**src/rtl/regfile_mp.sv**
```systemverilog
// regfile_mp: multi-read-port integer register file with registered reads,
// same-cycle write-to-read bypass and a per-register busy scoreboard.
// Register 0 is hardwired to zero and can never be marked busy.
//
// Ports (port p occupies slice [p*W +: W] of each packed per-port field):
//   clk        in   clock, all state updates on the rising edge
//   rst        in   asynchronous active-low reset
//   rd_addr    in   NRD*AW   read address per port
//   rd_data    out  NRD*XLEN registered read data per port
//   rd_busy    out  NRD      registered busy flag per port
//   wr_en      in   write strobe
//   wr_addr    in   AW       write address
//   wr_data    in   XLEN     write data
//   busy_set   in   mark busy_addr busy (producer issued)
//   busy_addr  in   AW       register to mark busy
//   busy_vec   out  NREG     current scoreboard, direct register output
module regfile_mp #(
  parameter  int XLEN      = 32,
  parameter  int NREG      = 32,
  parameter  int NRD       = 2,
  parameter  int INIT_MODE = 0,
  localparam int AW        = $clog2(NREG)
) (
  input  logic                clk,
  input  logic                rst,
  input  logic [NRD*AW-1:0]   rd_addr,
  output logic [NRD*XLEN-1:0] rd_data,
  output logic [NRD-1:0]      rd_busy,
  input  logic                wr_en,
  input  logic [AW-1:0]       wr_addr,
  input  logic [XLEN-1:0]     wr_data,
  input  logic                busy_set,
  input  logic [AW-1:0]       busy_addr,
  output logic [NREG-1:0]     busy_vec
);

  logic [XLEN-1:0]     mem [NREG];
  logic [NREG-1:0]     busy_nxt;
  logic [NRD*XLEN-1:0] rd_data_nxt;
  logic [NRD-1:0]      rd_busy_nxt;
  logic [AW-1:0]       ra;

  // Storage array; entry 0 is never written so it always holds zero.
  always_ff @(posedge clk or negedge rst) begin
    if (!rst) begin
      for (int unsigned i = 0; i < NREG; i++) begin
        if (INIT_MODE == 1 && i != 0) mem[i] <= XLEN'(i * 10);
        else                          mem[i] <= '0;
      end
    end else if (wr_en && wr_addr != '0) begin
      mem[wr_addr] <= wr_data;
    end
  end

  // Scoreboard next state: retire clears, issue sets afterwards so that an
  // issue-after-retire to the same register leaves it busy.
  always_comb begin
    busy_nxt = busy_vec;
    if (wr_en)    busy_nxt[wr_addr]   = 1'b0;
    if (busy_set) busy_nxt[busy_addr] = 1'b1;
    busy_nxt[0] = 1'b0;
  end

  always_ff @(posedge clk or negedge rst) begin
    if (!rst) busy_vec <= '0;
    else      busy_vec <= busy_nxt;
  end

  // Read ports see the post-edge view: write data is forwarded and the busy
  // flag is taken from the resolved next scoreboard.
  always_comb begin
    rd_data_nxt = '0;
    rd_busy_nxt = '0;
    ra          = '0;
    for (int unsigned p = 0; p < NRD; p++) begin
      ra = rd_addr[p*AW +: AW];
      if (ra == '0)
        rd_data_nxt[p*XLEN +: XLEN] = '0;
      else if (wr_en && wr_addr == ra)
        rd_data_nxt[p*XLEN +: XLEN] = wr_data;
      else
        rd_data_nxt[p*XLEN +: XLEN] = mem[ra];
      rd_busy_nxt[p] = busy_nxt[ra];
    end
  end

  always_ff @(posedge clk or negedge rst) begin
    if (!rst) begin
      rd_data <= '0;
      rd_busy <= '0;
    end else begin
      rd_data <= rd_data_nxt;
      rd_busy <= rd_busy_nxt;
    end
  end

endmodule

```
**config.mk**
```make
export PLATFORM = sky130hd
export DESIGN_NAME = regfile_mp
export DESIGN_NICKNAME = d
export VERILOG_FILES = /design/src/rtl/regfile_mp.sv
export SDC_FILE = /design/constraint.sdc
export NUM_CORES = 2
export LEC_CHECK = 0
export CORE_MARGIN = 5
export CORE_UTILIZATION = 48
export CTS_CLUSTER_SIZE = 14
export DETAILED_ROUTE_END_ITERATION = 8
export GPL_ROUTABILITY_DRIVEN = 0
export PLACE_DENSITY_LB_ADDON = 0.12
export SYNTH_ARGS = -nofsm -noshare
export SYNTH_HDL_FRONTEND = slang
export SYNTH_SLANG_ARGS = --single-unit
```
**constraint.sdc**
```tcl
create_clock -name clk -period 4.4 [get_ports clk]
set_input_delay 0.44 -clock clk [delete_from_list [all_inputs] [get_ports clk]]
set_output_delay 0.44 -clock clk [all_outputs]
set_load 0.02 [all_outputs]
```
==> results.md <==
- Status: complete, no violations
- RSZ-0062 raised after global routing: no
- Max_cap viols: 0
- Hold Vio Cnt, Final: 0
- First-pass GRT wire length: around 270,000 µm
- Post-route antenna net violation count: 0
- Max frequency: 346.5 MHz
- Die H: ~360 µm
- Worst Path Class, Setup: input port to flop
- Cells on Worst Hold Path: 2
- Row Count: between 100 and 150
- Static leakage power: roughly 28 nW
- CTS tree: yes
- Reg2Reg Depth: 4
- Die Width: about 360 µm
- Die area: 128,400 µm²
- Fin util: a little over half
- Initial antenna violation count: 7
- Hold Startpoint: rd_addr[9]
- CP Max Fanout: 43
- Async SR Flop Fraction: 100.0%
- Number of I/O pins: 154
- Core area: between 100,000 and 150,000 µm²
- Final slew viol count: 0
- DRC: 0
- All-Layer GR Usage: 28.71%
- Peak supply drop: 0.0003967 V
- Filler cells: around 9,400
- Total power: approximately 0.031 W
- Mapped Cells: 3,675
- Synth Net Count: around 3,700
- Worst EP arrival: ~3.5 ns
- Most common cell after layout, fill and taps aside: dfrtp_1
- TritonCTS Buffers: 131
- DRT Pass-1 Iters: 8
- Power per Cell Area: ~480 nW/µm²
- # setup viols final: 0
- Initial Utilization: about half
- Synth Warn #: 0
- Yosys reg bits: 1,121
- Post-synthesis sequential area ratio: between 40% and 50%
- CP Launch Type: input port
- Post-synth EDFFs: 0
- Number of buffers added on ports: 152
- Worst hold path class: input port to flop
- Slew of the pin with the lowest slew margin: 1.231 ns
- Hold EP: rd_busy[1]
- Tcrit/Tclk final: between 60 and 70%
- Main area contributors after synthesis: dfrtp_1, mux4_2, mux2_2
- Clock tree buffer depth: 3
- H-tree depth: 4
- Avg WL per Cell: about 34 µm
- Layout cells sized above 1: roughly 53%
- Cell variety after synth: 56
- Area delta synth->final: 13.02%
- Min Tclk post-route: 2.886 ns
- Setup Skew: roughly 0.025 ns
- Setup Fix Bufs, Post-CTS: 0
- Clk pin slew, worst setup/hold paths: approximately 0.06 ns
- Final nets: 3,708
- Slew HR: around 18%
- Yosys top cell by area: dfrtp_1
- Number of global-route vias before repair: ~39,000
- Reg-to-reg critical path endpoint: rd_data[15]
- Top_reg_cell synth: dfrtp_1
- WL final: approximately 180,000 µm
- Final worst setup slack: around 1.5 ns
- Worst r2r src: mem[527]
- R2R setup slack: approximately 2.2 ns
- Hpwl dp: roughly 100,000 µm
- CTS sink count: 1,121
- Worst Path Required: 5.02 ns
- Synthesized area per cell: about 16 µm²
- Most frequent cells in the layout: dfrtp_1, mux2_2, mux4_2
- Clk_lat worst skew: between 0.7 and 0.8 ns
- Post-synth top area share: between 40% and 50%
- 1st-iter DRT viols: approximately 3,000
- Grt ovf: 0
- Setup WS pre-CTS: 0.8302 ns
- DR vias: between 30,000 and 40,000
- CTS Hold Buffers Added: 1
- Via-per-instance ratio: approximately 6.6
- Critical path capture point type: flop
- Root Driver: clkbuf_16
- Largest net degree at the start of global routing: 123
- Final setup TNS: 0 ns
- Post-CTS sizing: 0
- Cell Area, Synth: between 50,000 and 60,000 µm²
## cell usage after synthesis (2+ instances only)
| library cell | n |
|---|---|
| nand3_1 | 9 |
| nor3_1 | 13 |
| nand4b_1 | 5 |
| nor3b_1 | 3 |
| dfrtp_1 | 1121 |
| nor2_1 | 84 |
| a32oi_1 | 2 |
| a21oi_1 | 11 |
| nand2_1 | 109 |
| o2111ai_1 | 2 |
| xnor2_1 | 2 |
| buf_6 | 3 |
| and3b_1 | 4 |
| clkbuf_1 | 293 |
| a2111oi_0 | 3 |
| xor2_1 | 8 |
| or3_1 | 4 |
| a22o_1 | 9 |
| a221oi_1 | 2 |
| o21ai_0 | 79 |
| buf_2 | 73 |
| o2bb2ai_1 | 2 |
| nand3b_1 | 2 |
| o211ai_1 | 4 |
| o22ai_1 | 5 |
| a22oi_1 | 3 |
| nand2b_1 | 8 |
| buf_1 | 51 |
| or2_2 | 5 |
| mux2i_1 | 73 |
| nor2b_1 | 8 |
| a31o_2 | 2 |
| a221o_1 | 2 |
| nor4_1 | 3 |
| inv_1 | 11 |
| nor4bb_1 | 2 |
| and3_1 | 3 |
| a41oi_1 | 2 |
| mux4_2 | 638 |
| buf_4 | 3 |
| mux2_2 | 994 |
## layer usage
layer | wire (µm) | global-route usage [%] | part of all wire, % | vias up
met3 | 14150 | 6.458 | 7.8 | 365
met1 | 76900 | 41.41 | 43 | 19567
met2 | 83140 | 43.98 | 46 | 1555
met4 | 6064 | 9.024 | 3.4 | 2
li1 | - | - | - | 14114
met5 | 12 | 0 | 0.0067 | -
## kinds of logic after synthesis
| logic type | share of synthesized area (%) |
|---|---|
| other cells | 0.006439 |
| flops | 48.16 |
| simple gates | 2.077 |
| xor+xnor | 0.1504 |
| compound gates | 1.431 |
| buf+inv | 3.027 |
| mux | 45.14 |
## state kept, by name (all words and copies together), names as in the netlist
signal,count
rd_busy,2
busy_vec,31
rd_data,64
mem,1024
## stage by stage
step                      cell area [µm²]  hold slack [ns]  cells
final                               65820           0.2147   5357
after global routing                65820           0.1918   5355
after detailed placement            61620           0.3823   5130
after CTS                           65810           0.1641   5353
after global placement              61620           0.3764   5130
after floorplan                     58240           0.1444   3675
## worst max path at each step
stage                        to  slack [ns]  cells past startpoint  startpoint
finish               rd_data[9]        1.51                      7  wr_addr[1]
global route         rd_data[1]        1.35                      8  wr_addr[1]
CTS                 rd_data[29]        1.64                      8  wr_addr[1]
detailed placement  rd_data[29]        0.83                      8  wr_addr[1]
global placement    rd_data[29]        0.92                      7  wr_addr[1]
floorplan           rd_data[11]        1.84                      9  rd_addr[0]
## worst max-delay path, stage by stage
cell,delay [ns]
clkdlybuf4s50_1,0.72
xor2_1,0.30
nor4_1,0.60
nand3_4,0.49
buf_4,0.53
o21ai_0,0.30
nor2_1,0.08
## power breakdown
part           switching, W  internal (W)
Combinational       0.00273       0.00410
Sequential          0.00145        0.0123
Clock               0.00441       0.00631
Total               0.00859        0.0228
## layout make-up
class / instances / area (µm²) / share of cell area [%]
inverters: 12 / 47.55 / 0.07223
repair buffers: 268 / 2844 / 4.321
diodes: 4 / 10.01 / 0.01521
clock buffers: 191 / 3821 / 5.805
well taps: 1612 / 2017 / 3.064
multi-input cells: 2118 / 28670 / 43.56
clock inverters: 31 / 359.1 / 0.5455
flip-flops and latches: 1121 / 28050 / 42.62
Note: power is estimated with default switching activity, not from simulation.
